$ cat src/rtl/fft_out_streamer.sv
// Unloads FFT working memory in natural frequency order onto a valid/ready stream.
// A 2-entry skid FIFO absorbs the memory's 1-cycle read latency under backpressure.
module fft_out_streamer #(
    parameter int N_POINTS = 16,
    parameter int DATA_W   = 16,
    parameter bit BIT_REV  = 1'b1,
    parameter int ADDR_W   = $clog2(N_POINTS)
) (
    input  logic              clk_i,
    input  logic              rst_ni,
    input  logic              done_i,
    output logic              rd_en_o,
    output logic [ADDR_W-1:0] rd_addr_o,
    input  logic [DATA_W-1:0] rd_re_i,
    input  logic [DATA_W-1:0] rd_im_i,
    output logic              m_valid_o,
    input  logic              m_ready_i,
    output logic [DATA_W-1:0] m_re_o,
    output logic [DATA_W-1:0] m_im_o,
    output logic [ADDR_W-1:0] m_idx_o,
    output logic              m_last_o,
    output logic              busy_o,
    output logic              stream_done_o,
    output logic              overrun_o,
    output logic [1:0]        state_o
);

    // Stream handshake: a sample transfers on a rising edge where m_valid_o & m_ready_i;
    // once raised, m_valid_o and the sample hold until that transfer, and m_valid_o
    // never depends combinationally on m_ready_i.

    typedef enum logic [1:0] {
        IDLE   = 2'd0,
        STREAM = 2'd1,
        DRAIN  = 2'd2
    } state_t;

    localparam logic [ADDR_W-1:0] LAST_IDX = ADDR_W'(N_POINTS - 1);

    state_t state_q, state_d;

    logic [ADDR_W-1:0] rd_idx_q;
    logic              inflight_q;
    logic [ADDR_W-1:0] inflight_idx_q;

    logic [1:0][DATA_W-1:0] fifo_re_q;
    logic [1:0][DATA_W-1:0] fifo_im_q;
    logic [1:0][ADDR_W-1:0] fifo_idx_q;
    logic [1:0]             fifo_last_q;
    logic                   wr_ptr_q;
    logic                   rd_ptr_q;
    logic [1:0]             fifo_cnt_q;

    logic overrun_q;
    logic stream_done_q;

    logic       push;
    logic       pop;
    logic [2:0] occupancy;
    logic       last_issue;

    function automatic logic [ADDR_W-1:0] bitrev(input logic [ADDR_W-1:0] a);
        logic [ADDR_W-1:0] r;
        r = '0;
        for (int i = 0; i < ADDR_W; i++) begin
            r[i] = a[ADDR_W-1-i];
        end
        return r;
    endfunction

    assign push = inflight_q;
    assign pop  = m_valid_o & m_ready_i;

    // Occupancy the FIFO would reach if nothing new is issued; a read is only
    // issued when that leaves room for the returning sample.
    assign occupancy  = {1'b0, fifo_cnt_q} + {2'b00, inflight_q} - {2'b00, pop};
    assign rd_en_o    = (state_q == STREAM) && (occupancy < 3'd2);
    assign rd_addr_o  = BIT_REV ? bitrev(rd_idx_q) : rd_idx_q;
    assign last_issue = rd_en_o && (rd_idx_q == LAST_IDX);

    assign m_valid_o = (fifo_cnt_q != 2'd0);
    assign m_re_o    = m_valid_o ? fifo_re_q[rd_ptr_q]   : '0;
    assign m_im_o    = m_valid_o ? fifo_im_q[rd_ptr_q]   : '0;
    assign m_idx_o   = m_valid_o ? fifo_idx_q[rd_ptr_q]  : '0;
    assign m_last_o  = m_valid_o & fifo_last_q[rd_ptr_q];

    assign busy_o        = (state_q != IDLE);
    assign stream_done_o = stream_done_q;
    assign overrun_o     = overrun_q;
    assign state_o       = state_q;

    always_comb begin
        state_d = state_q;
        case (state_q)
            IDLE:    if (done_i)              state_d = STREAM;
            STREAM:  if (last_issue)          state_d = DRAIN;
            DRAIN:   if (pop && m_last_o)     state_d = IDLE;
            default:                          state_d = IDLE;
        endcase
    end

    always_ff @(posedge clk_i or negedge rst_ni) begin
        if (!rst_ni) begin
            state_q        <= IDLE;
            rd_idx_q       <= '0;
            inflight_q     <= 1'b0;
            inflight_idx_q <= '0;
            overrun_q      <= 1'b0;
            stream_done_q  <= 1'b0;
        end else begin
            state_q    <= state_d;
            inflight_q <= rd_en_o;
            if (state_q == IDLE && done_i) begin
                rd_idx_q <= '0;
            end else if (rd_en_o) begin
                rd_idx_q <= rd_idx_q + ADDR_W'(1);
            end
            if (rd_en_o) begin
                inflight_idx_q <= rd_idx_q;
            end
            overrun_q     <= done_i && (state_q != IDLE);
            stream_done_q <= pop && m_last_o;
        end
    end

    always_ff @(posedge clk_i or negedge rst_ni) begin
        if (!rst_ni) begin
            fifo_re_q   <= '0;
            fifo_im_q   <= '0;
            fifo_idx_q  <= '0;
            fifo_last_q <= '0;
            wr_ptr_q    <= 1'b0;
            rd_ptr_q    <= 1'b0;
            fifo_cnt_q  <= 2'd0;
        end else begin
            if (push) begin
                fifo_re_q[wr_ptr_q]   <= rd_re_i;
                fifo_im_q[wr_ptr_q]   <= rd_im_i;
                fifo_idx_q[wr_ptr_q]  <= inflight_idx_q;
                fifo_last_q[wr_ptr_q] <= (inflight_idx_q == LAST_IDX);
                wr_ptr_q              <= ~wr_ptr_q;
            end
            if (pop) begin
                rd_ptr_q <= ~rd_ptr_q;
            end
            case ({push, pop})
                2'b10:   fifo_cnt_q <= fifo_cnt_q + 2'd1;
                2'b01:   fifo_cnt_q <= fifo_cnt_q - 2'd1;
                default: fifo_cnt_q <= fifo_cnt_q;
            endcase
        end
    end

endmodule
$ cat config.mk
export PLATFORM = sky130hd
export DESIGN_NAME = fft_out_streamer
export DESIGN_NICKNAME = d
export VERILOG_FILES = /design/src/rtl/fft_out_streamer.sv
export SDC_FILE = /design/constraint.sdc
export NUM_CORES = 1
export LEC_CHECK = 0
export CAP_MARGIN = 10
export CORE_MARGIN = 2
export CORE_UTILIZATION = 40
export CTS_CLUSTER_SIZE = 24
export DETAILED_ROUTE_END_ITERATION = 7
export HOLD_SLACK_MARGIN = 0.03
export PLACE_DENSITY_LB_ADDON = 0.05
export SLEW_MARGIN = 10
export SYNTH_ARGS = -nofsm -noshare
export SYNTH_HDL_FRONTEND = slang
export SYNTH_SLANG_ARGS = --single-unit
$ cat constraint.sdc
create_clock -name clk_i -period 3.7 [get_ports clk_i]
set_input_delay 0.74 -clock clk_i [delete_from_list [all_inputs] [get_ports clk_i]]
set_output_delay 0.74 -clock clk_i [all_outputs]
set_load 0.02 [all_outputs]
# Word level (Yosys, flattened, before mapping)
# Cells that the tools add are included.
# Widths: inputs -> output; s select.
# op_classes
n_addsub	5
magnitude_cmp	4
n_eq_ne	9
mux	28
bitwise_logic	4
n_reduce_logical	12
# op_table
cell	n
$mux 16	7
$bwmux 32	2
$mux 4	6
$demux 16 s1	1
$bwmux 8	1
$eq 4x4->1 const B	2
$reduce_bool 2->1	4
$logic_and 1x1->1	6
$mux 2	3
$ne 2x2->1 const B	3
$pmux 2 s3	1
$add 4x1->4 const B	1
$demux 4 s1	1
$eq 2x1->1 const B	2
$eq 2x2->1 const B	2
$lt 1x2->1 const B	2
$pmux 2 s2	1
$add 2x1->3	1
$lt 3x2->1 const B	1
$mux 1	3
$reduce_and 3->1	1
$sub 3x1->3	1
$add 2x1->2 const B	1
$and 1x1->1	2
other kinds (6)	7
# totals
register_bits	91
in_bits	36
wordCells	78

# Depth between registers and ports, before layout
# Gate-level depths: netlist of the first run.
# depth
ltp_word	8
mapped_depth	7
depth_no_buf	7

# Worst setup path after synthesis of the first run
# Ideal clock, no wire load.
# synth_path
path_kind	input to output
start	input m_ready_i
end	output rd_en_o
arrival_time_ns	2.188
required_time_ns	2.960
setup_slack_ns	0.772
stages	6
cell_sequence	and3b_1 > a21oi_1 > nand2b_1 > fa_1 > nand3b_1 > nor2_2
# synth_between
elab_chain_len	4
# synth_rtl
element	line	rtl
from (decl)	17	input logic m_ready_i,
$and 1x1->1	72	assign pop = m_valid_o & m_ready_i;
$sub 3x1->3	76	assign occupancy = {1'b0, fifo_cnt_q} + {2'b00, inflight_q} - {2'b00, pop};
$lt 3x2->1	77	assign rd_en_o = (state_q == STREAM) && (occupancy < 3'd2);
$logic_and 1x1->1	77	
to (decl)	12	output logic rd_en_o,
# No other way between the ends.

# Worst setup path after layout of the first run
# Same ends and word-level chain as after synthesis.

==> impl_metrics.toml, run 1 <==
[status]
status = "completed"

[global_route]
grt_pass1_wl_um = 14200
grt.busiest_layer = "met2"
use_met3_pct = 3.743
grtUsageMet1_pct = 22.34
grt_pass1_vias = 2806
grtUsageTotal_pct = 16.12
antenna_found_initial = 0
grt_max_degree = 70
overflow = 0
use_met2_pct = 24.95

[logic_synthesis]
syn_area_per_cell_um2 = 13.23
synth_edf_count = 0
syn-cell-area_um2 = 4061
synth_warnings = 0
syn_inst = 307
synth_xor_area_share_pct = 1.047
yosysMostFrequentCell = "dfrtp_1"
ys_types = 36
async_reset_ff_share_pct = 100.0
synth-compound-area-share_pct = 2.249
synth_top_area_share_pct = 56.07
yosysTopAreaCell = "dfrtp_1"
ys_seq_area_share_pct = 56.07
ys.flop_type = "dfrtp_1"
muxShareOfSynthArea_pct = 30.68
synthAdderAreaFrac_pct = 0.8010
synthSimpleGateAreaFrac_pct = 6.593
yosys-top-cells-count = "dfrtp_1 (91), mux2_2 (76), nor2_1 (40)"
synth_top_family_by_area = "multiplexers"
ys_top_cells_by_area = "dfrtp_1 (56%), mux2_2 (21%), mux2i_1 (9.6%)"
ys_ff_latch = 91
syn_nets = 345

[floorplan]
start_util_pct = 41.36
io_pins = 84
fp.dieArea_um2 = 10980
core_um2 = 9819
fp-row-count = 36
dieWidth_um = 104.8
die_y_um = 104.8

[timing]
max-slew-margin-rel_pct = 32.85
skew_ps = 7.950
fin_setup_tns_ps = 0
rsz0062_at_grt = "false"
hold_viol = 0
fin_ws_ps = 204.3
max_freq_mhz = 286.1
hold_ws_ps = 494.6
drv_slew = 0
min_period_ps = 3496
finalSetupViolCount = 0
period_share_pct = 94.48
worst_pin_slew_ps = 1004

[clock_network]
ctsHoldBuffers = 0
clock_path_buffers = 2
cts_tree = "built"
clk_latency_ps = 350
cts_resized = 1
cts_made_buffers = 9
clkTransAtPathRegs_ps = 90
cts.sink_count = 91
clockRootBuffer = "clkbuf_8"
cts_setup_buffers = 0
htree_levels = 3

[placement]
place.gp.congestion = 0.7089
placed_cells = 519
pre_cts_slack_ps = -77.67
numPortBuffers = 83
dp.final_hpwl_um = 5478

[detailed_routing]
avgRoutedWirePerCell_um = 15.42
drtPass1Iterations = 3
drt.antenna.violating_nets = 0
drt_iter0_markers = 53
wirelength_um = 8232
num_vias = 2620
viasPerCell = 4.906
drc_errors = 0

[final_layout]
multi_input_area_um2 = 1698
synthToLayoutAreaGrowth_pct = 31.05
register_area_um2 = 2278
layout.cells.non_filler = 534
drive_above_1_share_pct = 27.93
diodes = 0
fin_util_pct = 54.20
nNetsFinal = 435
nFillCells = 898

[min_path]
min_path_type = "primary input to async pin"

[pwr]
internal-power_mw = 3.500
switching_share_pct = 36.53
p_leak_nw = 2.311
netSwitchingPower_mw = 2.014
seqPwrFrac_pct = 33.3
ir_worst_vdd_mv = 0.5876
combPwrFrac_pct = 52.2
power_density_nw_per_um2 = 1036
p_clk_share_pct = 14.5

[setup_path]
crit_required_ps = 2960
worstPathMaxFanout = 4
end_kind = "output pin"
ff2ff_path_depth = 8
path_class = "primary input to output pin"
cp.arrival_ps = 2760
critPathLaunchType = "primary input"

[run]
maxCapViolCount = 0
[power by group through the flow]
stage	clock network, mW	logic [mW]	registers [mW]
floorplan	0	1.91	1.74
global placement	0	2.90	1.85
detailed placement	0	2.93	1.87
CTS	0.826	2.93	1.85
global route	0.874	3.12	1.92
finish	0.799	2.88	1.84
[area by class of cell]
type                       instances  share of cell area, %
clock buffer                      11                  2.656
clock inverter                     4                  1.857
inverter                           4                 0.2821
multi-input combinational        195                  31.90
sequential                        91                  42.81
tap                              133                  3.126
timing repair buffer              96                  17.37
[flip-flops by register name, indices dropped and copies added (netlist names)]
register / cells
state_o: 2
fifo_im_q: 32
overrun_o: 1
fifo_last_q: 2
wr_ptr_q: 1
fifo_cnt_q: 2
fifo_idx_q: 8
rd_ptr_q: 1
stream_done_o: 1
fifo_re_q: 32
rd_idx_q: 4
inflight_idx_q: 4
inflight_q: 1
[placed cells by master (no fill, tap or decap), types with 3 or more instances in the layout]
cell,instances
mux2_2,76
mux2i_1,39
nor2_1,39
clkdlybuf4s50_1,81
buf_4,14
a21oi_1,6
dfrtp_1,90
clkbuf_8,10
o21ai_0,6
inv_1,4
bufinv_16,3
[critical path, stage by stage]
cell             delay, ps
clkdlybuf4s50_1        510
and3b_1                200
a21oi_1                 60
nand2b_1               170
fa_1                   410
xor2_2                 170
nor2_2                 150
dlygate4sd2_1          340
[layer usage]
layer,wire (um),vias up
li1,-,1245
met3,391,9
met1,3872,1313
met2,3874,53
met5,0,-
met4,94,0
[path summary, 6_finish.rpt]
kind	startpoint	end	slack, ps
min	rst_ni	fifo_re_q[28]	490
max reg2reg	fifo_cnt_q[1]	rd_idx_q[3]	1200
max	m_ready_i	rd_en_o	200
min reg2reg	fifo_last_q[1]	fifo_last_q[1]	510
max in group asynchronous	rst_ni	fifo_re_q[31]	2470
min in group clk_i	fifo_last_q[1]	fifo_last_q[1]	510
[stage by stage]
step	instance area (um2)	total power, mW
after global placement	5084	4.745
final	5323	5.514
after detailed placement	5084	4.799
after floorplan	4061	3.642
after global routing	5323	5.914
after CTS	5323	5.603
[cells by family (layout without fill, tap and decap cells)]
logic type / Yosys count / after routing
xor+xnor: 4 / 4
mux: 115 / 115
flops: 91 / 91
buf+inv: 21 / 115
simple gates: 58 / 58
fa+ha+maj: 2 / 2
compound gates: 16 / 16
Power figures use the tool's default switching activity.
==> run 2: changes to the inputs <==
Settings changed: GPL_TIMING_DRIVEN from default to 0.
==> run 2 against run 1 <==
Against the previous run:
- global-route usage about the same
- via count grew 1.7%
- cell count is 1.5% higher
- wire length increased by 1.5%
- clock skew rose by 1.9 ps
- hold slack got worse by 120 ps
- maximum frequency is 2.0% lower
==> impl_metrics.toml, run 2 (synthesis results as in run 1) <==
[timing]
rsz0062_at_grt = "false"
drv_slew = 0
hold_ws_ps = 369.6
max-slew-margin-rel_pct = 60.73
period_share_pct = 96.37
max_freq_mhz = 280.4
finalSetupViolCount = 0
skew_ps = 9.810
fin_setup_tns_ps = 0
worst_pin_slew_ps = 589.0
min_period_ps = 3566
hold_viol = 0

[setup_path]
crit_required_ps = 2960
rr_endpoint = "rd_idx_q[3]"
path_class = "primary input to output pin"
r2r_start = "fifo_cnt_q[1]"
critPathLaunchType = "primary input"
end_kind = "output pin"
rrSetupSlack_ps = 1080
cp.arrival_ps = 2830
ff2ff_path_depth = 8
worstPathMaxFanout = 8

[detailed_routing]
drt.antenna.violating_nets = 0
viasPerCell = 4.915
avgRoutedWirePerCell_um = 15.41
drt_iter0_markers = 67
wirelength_um = 8352
drc_errors = 0
num_vias = 2664
drtPass1Iterations = 4

[floorplan]
dieWidth_um = 104.8
fp.dieArea_um2 = 10980
start_util_pct = 41.36
fp-row-count = 36
die_y_um = 104.8
io_pins = 84
core_um2 = 9819

[global_route]
grt_pass1_wl_um = 14080
overflow = 0
grt_max_degree = 49
antenna_found_initial = 0
grt_pass1_vias = 2738
grtUsageTotal_pct = 16.15

[clock_network]
cts_tree = "built"
cts_made_buffers = 9
cts.sink_count = 91
clk_latency_ps = 360
ctsHoldBuffers = 0
htree_levels = 3
clkTransAtPathRegs_ps = 90
clock_path_buffers = 2
clockRootBuffer = "clkbuf_8"

[final_layout]
diodes = 0
final_common_cell = "dfrtp_1"
largestRegisters = "fifo_im_q x32, fifo_re_q x32, fifo_idx_q x8"
layout_common_cells = "dfrtp_1 (91), clkdlybuf4s50_1 (81), mux2_2 (76)"
synthToLayoutAreaGrowth_pct = 31.08
drive_above_1_share_pct = 27.38
layout.cells.non_filler = 542
nNetsFinal = 442

[pwr]
ir_worst_vdd_mv = 0.3896
p_leak_nw = 2.310
power_density_nw_per_um2 = 1026

[run]
maxCapViolCount = 0

[placement]
placed_cells = 524
dp.final_hpwl_um = 5845
numPortBuffers = 83
place.gp.congestion = 0.6643

[min_path]
min_path_type = "primary input to async pin"

[status]
status = "completed"
==> run 2: cell types whose count changed in the layout (fill, tap and decap cells not counted), sizes merged <==
cell	change
clkinvlp	+1
clkinv	+1
dlygate4sd2	-1
clkdlybuf4s15	+1
bufinv	-1
buf	+6
clkbuf	+1
==> run 2: cell type report <==
type                            instances  area [um2]
Clock buffer                           11       131.4
Inverter                                4       15.01
Fill cell                             924        4496
Timing Repair Buffer                   86       870.8
Tap cell                              133       166.4
Sequential cell                        91        2277
Buffer                                 17       88.84
Multi-Input combinational cell        195        1697
Clock inverter                          5       77.57
==> run 2: worst max-delay path, stage by stage <==
cell,delay [ps]
clkdlybuf4s50_1,520
and3b_1,220
a21oi_1,80
nand2b_1,170
fa_1,450
xor2_4,210
nor2_4,130
clkdlybuf4s15_1,310
==> run 2: worst max-delay path by stage <==
stage / cells after the start / to / from / slack [ps]
after floorplan: 6 / rd_en_o / m_ready_i / 770
after global placement: 1 / fifo_im_q[10] / rst_ni / -1570
after detailed placement: 8 / rd_en_o / m_ready_i / -530
after CTS: 8 / rd_en_o / m_ready_i / 100
after global routing: 8 / rd_en_o / m_ready_i / 10
final: 8 / rd_en_o / m_ready_i / 130
==> run 2: repair_timing <==
action                     in CTS  in global routing
resized for setup               2                  2
pin swaps                       1                  0
setup endpoints to repair       1                  1
buffers inserted                2                  0
==> run 2: layer usage <==
metal | vias to the layer above | routed length (um) | global-route usage, %
met5 | - | 0 | 0
met4 | 0 | 101 | 6.000
met3 | 9 | 283 | 2.870
met2 | 56 | 3962 | 25.42
met1 | 1338 | 4004 | 22.36
li1 | 1261 | - | -
==> run 2: report_power, final <==
| group | internal [mW] | total (mW) | leakage [nW] | switching, mW |
|---|---|---|---|---|
| registers | 1.49 | 1.76 | 1.08 | 0.273 |
| clock network | 0.379 | 0.722 | 0.103 | 0.343 |
| logic | 1.55 | 2.98 | 1.12 | 1.43 |
| total | 3.42 | 5.46 | 2.31 | 2.04 |
==> run 2: stage by stage <==
step | instance area [um2] | setup WS, ps | power (mW) | utilization (%)
3_5_place_dp | 5084 | -525.4 | 4.755 | 51.77
4_1_cts | 5311 | 98.89 | 5.524 | 54.09
2_1_floorplan | 4061 | 771.6 | 3.642 | -
6_report | 5324 | 134.2 | 5.460 | 54.22
5_1_grt | 5324 | 9.537 | 5.830 | 54.22
3_3_place_gp | 5059 | -1566 | 4.696 | 51.52
